==> src/rtl/chronos_testrig_pkg.sv <==
// -----------------------------------------------------------------------------
// chronos_testrig_pkg
//   Shared definitions for the test-rig host that decodes the serial tohost
//   line coming out of a simulated core.
//
//   state_e      : host FSM states
//   FRAME_BITS   : start + payload + parity + stop bits in one frame
//   PAYLOAD_BITS : data bits per frame
//   EXIT_BIT     : payload bit that marks an exit command instead of a word
// -----------------------------------------------------------------------------
package chronos_testrig_pkg;

    typedef enum logic [2:0] {
        IDLE   = 3'd0,
        DATA   = 3'd1,
        PARITY = 3'd2,
        STOP   = 3'd3,
        HOLD   = 3'd4,
        HALT   = 3'd5
    } state_e;

    localparam int FRAME_BITS   = 35;
    localparam int PAYLOAD_BITS = FRAME_BITS - 3;
    localparam int EXIT_BIT     = 0;

endpackage : chronos_testrig_pkg

==> src/rtl/testrig_rx_shift.sv <==
// -----------------------------------------------------------------------------
// testrig_rx_shift
//   Receive datapath for one tohost frame: an LSB-first shift register, a bit
//   counter that flags the last payload bit, and a running XOR over the payload
//   and parity bit.
//
//   clk          : rising-edge clock
//   rst          : asynchronous active-low reset
//   clear_i      : start of a new frame; drop everything collected so far
//   shift_i      : bit_i is a payload bit, shift it in
//   parity_i     : bit_i is the parity bit, fold it into the XOR only
//   bit_i        : current value of the serial line
//   data_o       : assembled payload (complete once the last bit is shifted)
//   last_o       : the bit being shifted this cycle is the final payload bit
//   parity_ok_o  : XOR of payload and parity bit is zero (even parity)
// -----------------------------------------------------------------------------
module testrig_rx_shift
    import chronos_testrig_pkg::*;
#(
    parameter int DATA_W = PAYLOAD_BITS
) (
    input  logic              clk,
    input  logic              rst,
    input  logic              clear_i,
    input  logic              shift_i,
    input  logic              parity_i,
    input  logic              bit_i,
    output logic [DATA_W-1:0] data_o,
    output logic              last_o,
    output logic              parity_ok_o
);

    localparam int               CNT_W    = $clog2(DATA_W);
    localparam logic [CNT_W-1:0] CNT_LAST = CNT_W'(DATA_W - 1);

    logic [DATA_W-1:0] data_q, data_d;
    logic [CNT_W-1:0]  cnt_q,  cnt_d;
    logic              par_q,  par_d;

    // NOTE: every _d is given its current value before any branch, so no path
    // through this block leaves a signal unassigned and infers a latch.
    always_comb begin
        data_d = data_q;
        cnt_d  = cnt_q;
        par_d  = par_q;

        if (clear_i) begin
            data_d = '0;
            cnt_d  = '0;
            par_d  = 1'b0;
        end else if (shift_i) begin
            // First bit received ends up in bit 0 after DATA_W shifts.
            data_d = {bit_i, data_q[DATA_W-1:1]};
            cnt_d  = cnt_q + CNT_W'(1);
            par_d  = par_q ^ bit_i;
        end else if (parity_i) begin
            par_d  = par_q ^ bit_i;
        end
    end

    // NOTE: the payload register is reset along with the control state, so a
    // frame cut short by reset can never leak partial bits into a later word.
    // NOTE: registers are written with non-blocking assignments only; all
    // next-state arithmetic stays in the always_comb block above.
    always_ff @(posedge clk or negedge rst) begin
        if (!rst) begin
            data_q <= '0;
            cnt_q  <= '0;
            par_q  <= 1'b0;
        end else begin
            data_q <= data_d;
            cnt_q  <= cnt_d;
            par_q  <= par_d;
        end
    end

    assign data_o      = data_q;
    assign last_o      = (cnt_q == CNT_LAST);
    assign parity_ok_o = ~par_q;

endmodule : testrig_rx_shift

==> src/rtl/testrig_host.sv <==
// -----------------------------------------------------------------------------
// testrig_host
//   Host side of the core test rig. Decodes frames on the serial tohost line
//   (start 0, 32 data bits LSB first, even parity, stop 1; one bit per clk),
//   hands data words to a valid/ready consumer, latches exit commands, flags
//   protocol errors and halts everything when the watchdog expires.
//
//   Parameters
//     TIMEOUT : cycles after reset release before the watchdog halts the host
//     DATA_W  : payload width (32 only)
//
//   Ports
//     clk              : rising-edge clock
//     rst              : asynchronous active-low reset
//     testrig_tohost   : serial line from the core, idles high
//     testrig_fromhost : high only in IDLE; core may start a frame
//     word_valid       : decoded data word available
//     word_data        : decoded data word
//     word_ready       : consumer accepts word_data
//     exit_valid       : sticky, core issued an exit command
//     exit_code        : exit payload (data[31:1])
//     proto_err        : sticky protocol error
//     timeout          : sticky watchdog expiry
// -----------------------------------------------------------------------------
module testrig_host
    import chronos_testrig_pkg::*;
#(
    parameter int TIMEOUT = 1000,
    parameter int DATA_W  = 32
) (
    input  logic              clk,
    input  logic              rst,
    input  logic              testrig_tohost,
    output logic              testrig_fromhost,
    output logic              word_valid,
    output logic [DATA_W-1:0] word_data,
    input  logic              word_ready,
    output logic              exit_valid,
    output logic [DATA_W-2:0] exit_code,
    output logic              proto_err,
    output logic              timeout
);

    localparam int              WD_W    = $clog2(TIMEOUT + 1);
    localparam logic [WD_W-1:0] WD_MAX  = WD_W'(TIMEOUT);
    localparam logic [WD_W-1:0] WD_LAST = WD_W'(TIMEOUT - 1);

    state_e            state_q,      state_d;
    logic              fromhost_q,   fromhost_d;
    logic              word_valid_q, word_valid_d;
    logic [DATA_W-1:0] word_data_q,  word_data_d;
    logic              exit_valid_q, exit_valid_d;
    logic [DATA_W-2:0] exit_code_q,  exit_code_d;
    logic              proto_err_q,  proto_err_d;
    logic              timeout_q,    timeout_d;
    logic [WD_W-1:0]   wd_q,         wd_d;

    logic              wd_expire;
    logic              rx_clear;
    logic              rx_shift;
    logic              rx_parity;
    logic [DATA_W-1:0] rx_data;
    logic              rx_last;
    logic              rx_parity_ok;

    testrig_rx_shift #(
        .DATA_W (DATA_W)
    ) u_rx_shift (
        .clk         (clk),
        .rst         (rst),
        .clear_i     (rx_clear),
        .shift_i     (rx_shift),
        .parity_i    (rx_parity),
        .bit_i       (testrig_tohost),
        .data_o      (rx_data),
        .last_o      (rx_last),
        .parity_ok_o (rx_parity_ok)
    );

    // Watchdog: counts from reset release and parks at TIMEOUT. The expiry
    // pulse fires on the edge that moves the count onto TIMEOUT, so timeout
    // is visible in cycle TIMEOUT after release.
    always_comb begin
        wd_d      = (wd_q == WD_MAX) ? wd_q : wd_q + WD_W'(1);
        wd_expire = (wd_q == WD_LAST);
    end

    always_comb begin
        state_d      = state_q;
        word_valid_d = word_valid_q;
        word_data_d  = word_data_q;
        exit_valid_d = exit_valid_q;
        exit_code_d  = exit_code_q;
        proto_err_d  = proto_err_q;
        timeout_d    = timeout_q;
        rx_clear     = 1'b0;
        rx_shift     = 1'b0;
        rx_parity    = 1'b0;

        unique case (state_q)
            IDLE: begin
                // fromhost_q is low for the first cycle after reset release,
                // so a start bit is only taken once the core has seen ready.
                if (fromhost_q && !testrig_tohost) begin
                    rx_clear = 1'b1;
                    state_d  = DATA;
                end
            end

            DATA: begin
                rx_shift = 1'b1;
                if (rx_last) begin
                    state_d = PARITY;
                end
            end

            PARITY: begin
                rx_parity = 1'b1;
                state_d   = STOP;
            end

            STOP: begin
                if (!testrig_tohost || !rx_parity_ok) begin
                    // Bad stop or parity: drop the frame, keep listening.
                    proto_err_d = 1'b1;
                    state_d     = IDLE;
                end else if (rx_data[EXIT_BIT]) begin
                    exit_valid_d = 1'b1;
                    exit_code_d  = rx_data[DATA_W-1:1];
                    state_d      = HALT;
                end else begin
                    word_valid_d = 1'b1;
                    word_data_d  = rx_data;
                    state_d      = HOLD;
                end
            end

            HOLD: begin
                // The core must wait for fromhost; a start bit here is a
                // protocol violation but is otherwise ignored.
                if (!testrig_tohost) begin
                    proto_err_d = 1'b1;
                end
                if (word_valid_q && word_ready) begin
                    word_valid_d = 1'b0;
                    state_d      = IDLE;
                end
            end

            HALT: begin
                state_d = HALT;
            end

            default: begin
                state_d = IDLE;
            end
        endcase

        // Watchdog overrides any frame or pending word. Checking state_d
        // rather than state_q lets an exit on the same edge take priority.
        if (wd_expire && (state_d != HALT)) begin
            timeout_d    = 1'b1;
            word_valid_d = 1'b0;
            state_d      = HALT;
        end
    end

    // Registered so fromhost stays low during reset and in the first cycle
    // after release, then tracks IDLE exactly.
    assign fromhost_d = (state_d == IDLE);

    always_ff @(posedge clk or negedge rst) begin
        if (!rst) begin
            state_q      <= IDLE;
            fromhost_q   <= 1'b0;
            word_valid_q <= 1'b0;
            word_data_q  <= '0;
            exit_valid_q <= 1'b0;
            exit_code_q  <= '0;
            proto_err_q  <= 1'b0;
            timeout_q    <= 1'b0;
            wd_q         <= '0;
        end else begin
            state_q      <= state_d;
            fromhost_q   <= fromhost_d;
            word_valid_q <= word_valid_d;
            word_data_q  <= word_data_d;
            exit_valid_q <= exit_valid_d;
            exit_code_q  <= exit_code_d;
            proto_err_q  <= proto_err_d;
            timeout_q    <= timeout_d;
            wd_q         <= wd_d;
        end
    end

    assign testrig_fromhost = fromhost_q;
    assign word_valid       = word_valid_q;
    assign word_data        = word_data_q;
    assign exit_valid       = exit_valid_q;
    assign exit_code        = exit_code_q;
    assign proto_err        = proto_err_q;
    assign timeout          = timeout_q;

endmodule : testrig_host

==> config.mk <==
export PLATFORM = sky130hd
export DESIGN_NAME = testrig_host
export DESIGN_NICKNAME = d
export VERILOG_FILES = /design/src/rtl/chronos_testrig_pkg.sv /design/src/rtl/testrig_rx_shift.sv /design/src/rtl/testrig_host.sv
export SDC_FILE = /design/constraint.sdc
export NUM_CORES = 1
export LEC_CHECK = 0
export ABC_AREA = 1
export BUFFER_PORTS_ARGS = -buffer_cell sky130_fd_sc_hd__buf_2
export CAP_MARGIN = 20
export CORE_MARGIN = 2
export CORE_UTILIZATION = 54
export CTS_CLUSTER_SIZE = 10
export DETAILED_ROUTE_END_ITERATION = 6
export GPL_TIMING_DRIVEN = 0
export PLACE_DENSITY = 0.82
export SLEW_MARGIN = 30
export SYNTH_ARGS = -nofsm -noshare
export SYNTH_HDL_FRONTEND = slang
export SYNTH_SLANG_ARGS = --single-unit
export TNS_END_PERCENT = 100
==> constraint.sdc <==
create_clock -name clk -period 4.5 [get_ports clk]
set_input_delay 0.45 -clock clk [delete_from_list [all_inputs] [get_ports clk]]
set_output_delay 0.45 -clock clk [all_outputs]
set_load 0.05 [all_outputs]
==> results of run 1 <==
==> critical path: stages, from the launching register on <==
cell	delay, ns
dfrtp_1	0.41
ha_1	0.23
nand2_1	0.09
nor2_1	0.06
ha_1	0.19
inv_1	0.05
nor2_1	0.03
nor2_1	0.13
nor2_1	0.06
nand3_1	0.08
nand2_1	0.09
nand2_1	0.08
nand2_1	0.06
==> power groups by stage <==
| stage | logic, µW | registers (µW) | clock network [µW] |
|---|---|---|---|
| global placement | 29.5 | 1080 | 0 |
| CTS | 35.1 | 1060 | 1400 |
| global route | 39.2 | 1060 | 1440 |
| floorplan | 5.43 | 1080 | 0 |
| detailed placement | 34.6 | 1080 | 0 |
| finish | 33.7 | 1060 | 1390 |
==> per-layer routing <==
layer	up-vias	global-route usage [%]	routed length (µm)	part of all wire (%)
li1	1700	-	-	-
met1	1786	29.8	4570	43
met2	95	40.7	5450	51
met3	7	5.44	530	5.0
met4	0	7.48	52	0.49
met5	-	0	0	0
==> worst max path at each step <==
stage                                    startpoint                           endpoint  slack [ns]  depth (start not counted)
global placement                                rst          exit_code[22]$_DFFE_PN0P_        1.68                          1
global route        u_rx_shift.cnt_q[0]$_DFFE_PN0P_         testrig_fromhost$_DFF_PN0_        2.72                         10
finish              u_rx_shift.cnt_q[0]$_DFFE_PN0P_                timeout$_DFFE_PN0P_        2.85                         12
detailed placement                   testrig_tohost          word_data[17]$_DFFE_PN0P_        2.75                          7
floorplan                testrig_fromhost$_DFF_PN0_  u_rx_shift.data_o[14]$_DFFE_PN0P_        3.03                          6
CTS                      testrig_fromhost$_DFF_PN0_                   testrig_fromhost        2.85                          1
==> per-stage QoR <==
step                cells  instance area (µm²)  utilization (%)
floorplan             463                 4760                -
global placement      641                 5250             60.8
detailed placement    642                 5290             61.2
CTS                   675                 5920             68.5
global route          675                 5920             68.5
finish                675                 5920             68.5
==> logic make-up after synthesis <==
| group | count (synthesis) | synth area share [%] |
|---|---|---|
| DFF | 118 | 62.0 |
| other | 1 | 0.0787 |
| xor gates and xnor gates | 10 | 1.84 |
| adders and majority gates | 5 | 1.31 |
| and+or+nand+nor | 149 | 13.9 |
| AOI/OAI and AO/OA | 106 | 13.1 |
| buffers and inverters | 74 | 7.80 |
==> final cells by class <==
type                    instances  area (µm²)  share of cell area (%)
multi-input cells             271        1440                    24.3
clock buffers                  17         414                    7.00
clock inverters                15         205                    3.47
plain buffers                  21         170                    2.88
flip-flops and latches        118        2950                    49.9
well taps                     108         135                    2.28
repair buffers                 72         398                    6.73
inverters                      53         201                    3.41
==> registers in the layout (all words and copies together), names as in the netlist <==
name               cells
word_valid             1
u_rx_shift.data_o     32
proto_err              1
u_rx_shift.cnt_q       5
exit_code             31
state_q                3
wd_q                  10
exit_valid             1
word_data             31
u_rx_shift.par_q       1
testrig_fromhost       1
timeout                1
==> timing repair <==
item                                    CTS  global route
endpoints found under the setup margin    0             0
endpoints found under the hold margin    32             0
hold buffers                              1             0
buffers inserted                          0             0
==> synth_stat cells (3+ instances only) <==
library cell / n
buf_6: 6
xor2_1: 7
nand2_1: 87
buf_2: 6
dfrtp_1: 118
inv_1: 50
clkbuf_1: 4
o21ai_2: 17
nor3_1: 5
a21oi_1: 4
buf_4: 3
o22ai_1: 12
o21ai_1: 23
nor2_1: 17
ha_1: 5
o21ai_0: 47
xnor2_1: 3
nand3_1: 29
==> impl_metrics.yaml, run 1 <==
floorplan:
  die_y_um: 97.9
  ioPinCount: 72
  die_area_um2: 9590
  initial_core_util_pct: 55.2
  die_w_um: 97.9
  row_count: 34
  coreArea_um2: 8640
synthesis:
  avgSynthCellArea_um2: 10.3
  ys_seq_area_share_pct: 62.0
  synthArstFlopShare_pct: 100
  synth_area_um2: 4760
  synthCells: 463
  ys_warn_count: 0
  synth_seq_cells: 118
  ys_types: 33
  yosysTopAreaCell: "dfrtp_1"
  synth_area_leaders: "dfrtp_1, nand2_1, o21ai_0, inv_1, o21ai_2"
  synth_nets: 472
  synth_edf_count: 0
  ys.flop_type: "dfrtp_1"
  yosysTopAreaCellShare_pct: 62.0
clock_network:
  cts_max_path_buffers: 2
  clock_latency_ns: 0.51
  cts_sinks: 118
  cts_tree: "built"
  cts_resized: 0
  cts_max_level: 4
  clk_pin_slew_ns: 0.06
  cts_buffers: 17
  cts-root-buf: "clkbuf_8"
worst_hold_path:
  hold_path_class: "in2reg"
  min_path_cells: 2
  min-delay-start: "testrig_tohost"
  whs_endpoint: "proto_err$_DFFE_PN0P_"
placement:
  dpl_worst_slack_ns: 2.75
  gp_congestion: 0.817
  hpwl_um: 6670
  port_buffers: 70
global_route:
  grt_pass1_vias: 3760
  grt_pass1_wl_um: 18000
  grt_max_degree: 87
  grt_overflow: 0
  antenna_found_initial: 0
  grtUsageTotal_pct: 23.6
critical_path:
  critPathLaunchType: "flip-flop"
  endpoint_kind: "flip-flop"
  crit_type: "reg2reg"
  critPathArrivalTime_ns: 2.05
  critPathMaxFanout: 3
  r2r_end: "timeout$_DFFE_PN0P_"
  ff2ff_path_depth: 12
  regToRegSetupSlack_ns: 2.85
  r2r_start: "u_rx_shift.cnt_q[0]$_DFFE_PN0P_"
  required_ns: 4.90
timing:
  setup-tns-final_ns: 0
  worstMarginPinSlew_ns: 0.563
  timing.final.crit_share_pct: 36.7
  skew_ns: 0.00653
  setup_viol: 0
  maxSlewViolCount: 0
  fmax_mhz: 605
  holdWs_ns: 0.171
  slew_headroom_pct: 62.5
  hold_viol: 0
  rsz0062_at_grt: "no"
  setup_slack_ns: 2.85
  fin_crit_ns: 1.65
power:
  power.total_uw: 2480
  combinationalPowerShare_pct: 1.4
  p_sw_uw: 514
  p_int_uw: 1970
  switching_share_pct: 20.7
  pwr-share-seq_pct: 42.8
  peakVddDrop_mv: 0.300
  cellLeakagePower_uw: 0.00307
  clkPwrFrac_pct: 55.9
  p_per_area_nw_per_um2: 420
job:
  cap_viol_max_count: 0
drt:
  viasPerCell: 5.32
  ant_nets: 0
  postRouteWirelength_um: 10600
  vias: 3588
  drtPass1Iterations: 4
  drt-initial-drc-count: 196
  drc: 0
  wl_per_cell_um: 15.7
finish:
  final_cell_mix: "dfrtp_1, nand2_1, buf_2, inv_1, o21ai_0"
  nets: 563
  antennaDiodeCount: 0
  syn_to_final_growth_pct: 24.2
  mostFrequentLayoutCell: "dfrtp_1"
  fillers: 641
  drive_above_1_share_pct: 26.3
outcome:
  status: "finished clean"
No activity file was read; power rests on OpenSTA's default activity.
==> run 2, diff against run 1 <==
CORE_UTILIZATION = 51   (was 54)
clock period = 1.5 ns   (was 4.5 ns; I/O delays follow)
==> impl_metrics.yaml, run 2 (synthesis gave the netlist of run 1 again) <==
worst_hold_path:
  min-delay-start: "word_ready"
  hold_path_class: "in2reg"
power:
  power.total_uw: 7350
  clkPwrFrac_pct: 55.1
  combinationalPowerShare_pct: 1.5
  cellLeakagePower_uw: 0.00318
  switching_share_pct: 21.1
  peakVddDrop_mv: 1.07
  p_int_uw: 5800
  pwr-share-seq_pct: 43.4
  p_sw_uw: 1550
  p_per_area_nw_per_um2: 1200
drt:
  viasPerCell: 5.33
  postRouteWirelength_um: 10600
  wl_per_cell_um: 15.4
  drt-initial-drc-count: 159
  drtPass1Iterations: 4
  ant_nets: 0
  drc: 0
  vias: 3684
placement:
  port_buffers: 70
  hpwl_um: 6580
  gp_congestion: 0.836
  dpl_worst_slack_ns: -0.139
clock_network:
  cts_sinks: 118
  clk_pin_slew_ns: 0.06
  cts_tree: "built"
  cts-root-buf: "clkbuf_8"
  clock_latency_ns: 0.52
  cts_max_level: 4
  cts_buffers: 17
  cts_max_path_buffers: 2
finish:
  final_cell_mix: "dfrtp_1, nand2_1, buf_2, inv_1, o21ai_0"
  largest_register_ffs: 32
  seqCellArea_um2: 2960
  mostFrequentLayoutCell: "dfrtp_1"
  nets: 576
  multi_input_area_um2: 1550
  drive_above_1_share_pct: 32.1
  antennaDiodeCount: 0
  syn_to_final_growth_pct: 28.9
  fillers: 652
floorplan:
  row_count: 35
  initial_core_util_pct: 52.0
  die_area_um2: 10100
  die_w_um: 101
  ioPinCount: 72
  coreArea_um2: 9150
  die_y_um: 101
global_route:
  grt_pass1_wl_um: 16600
  grt_max_degree: 88
  antenna_found_initial: 0
  grt_overflow: 0
  grtUsageTotal_pct: 21.6
  grt_pass1_vias: 3570
critical_path:
  endpoint_kind: "flip-flop"
  required_ns: 1.94
  crit_path_start: "u_rx_shift.cnt_q[0]$_DFFE_PN0P_"
  critPathLaunchType: "flip-flop"
  critPathMaxFanout: 2
  critPathArrivalTime_ns: 2.08
  crit_type: "reg2reg"
  r2r_start: "u_rx_shift.cnt_q[0]$_DFFE_PN0P_"
timing:
  maxSlewViolCount: 0
  setup-tns-final_ns: -0.386
  hold_viol: 0
  timing.final.crit_share_pct: 109
  fin_crit_ns: 1.64
  fmax_mhz: 610
  skew_ns: 0.00614
  rsz0062_at_grt: "yes"
  setup_viol: 5
  setup_slack_ns: -0.140
outcome:
  status: "finished, violations left"
  violations: "setup timing"
job:
  cap_viol_max_count: 0
==> run 2: critical path: stages (launching register included) <==
cell and delay (ns):
dfrtp_1 0.36, ha_2 0.20, nand2_2 0.05, nor2_1 0.11, ha_2 0.20, inv_2 0.04
nor2_2 0.09, nor2_2 0.06, nor3_2 0.19, nand3_1 0.13, nor2_1 0.14
==> run 2: through the flow <==
stage / hold slack (ns) / instance area, µm² / utilization [%] / cells
after floorplan: -0.146 / 4760 / - / 463
after global placement: 0.383 / 5250 / 57.4 / 644
after detailed placement: 0.0207 / 5290 / 57.8 / 645
after CTS: 0.0443 / 5960 / 65.1 / 682
after global routing: 0.0622 / 6140 / 67.1 / 691
final: 0.0540 / 6140 / 67.1 / 691
==> run 2: path summary, 6_finish.rpt <==
| path | end | slack [ns] | cells past startpoint |
|---|---|---|---|
| worst max register to register | testrig_fromhost$_DFF_PN0_ | -0.14 | 10 |
| worst min register to register | timeout$_DFFE_PN0P_ | 0.46 | 2 |
| worst max-delay path | testrig_fromhost$_DFF_PN0_ | -0.14 | 10 |
| min in group asynchronous | word_data[2]$_DFFE_PN0P_ | 0.08 | 2 |
| max in group asynchronous | state_q[2]$_DFF_PN0_ | 0.73 | 3 |
| worst min-delay path | word_valid$_DFFE_PN0P_ | 0.05 | 4 |
==> run 2: metal layers <==
metal  vias up  global-route usage [%]  part of all wire, %
met2       125                    34.7                   49
met5         -                       0                    0
li1       1738                       -                    -
met1      1797                    27.3                   43
met3        24                    5.41                  5.2
met4         0                    10.9                  2.7
==> run 2: area by class of cell <==
class / count / area share, %
Inverter: 53 / 3.28
Sequential cell: 118 / 48.1
Clock buffer: 18 / 6.97
Multi-Input combinational cell: 272 / 25.2
Buffer: 21 / 3.08
Tap cell: 111 / 2.26
Timing Repair Buffer: 84 / 8.19
Clock inverter: 14 / 2.87
==> run 2: what timing repair did <==
action	4_1_cts	5_1_grt
gates cloned	0	1
setup buffers	3	8
gates resized for setup	9	42
pin swaps	7	15
hold endpoints to repair	119	0
setup endpoints to repair	49	98
hold buffers	2	0
==> run 2: power groups by stage <==
stage | clock (µW) | combinational [µW] | sequential, µW
after floorplan | 0 | 16.3 | 3250
after global placement | 0 | 88.6 | 3250
after detailed placement | 0 | 103 | 3240
after CTS | 4100 | 108 | 3190
after global routing | 4250 | 127 | 3190
final | 4050 | 110 | 3190
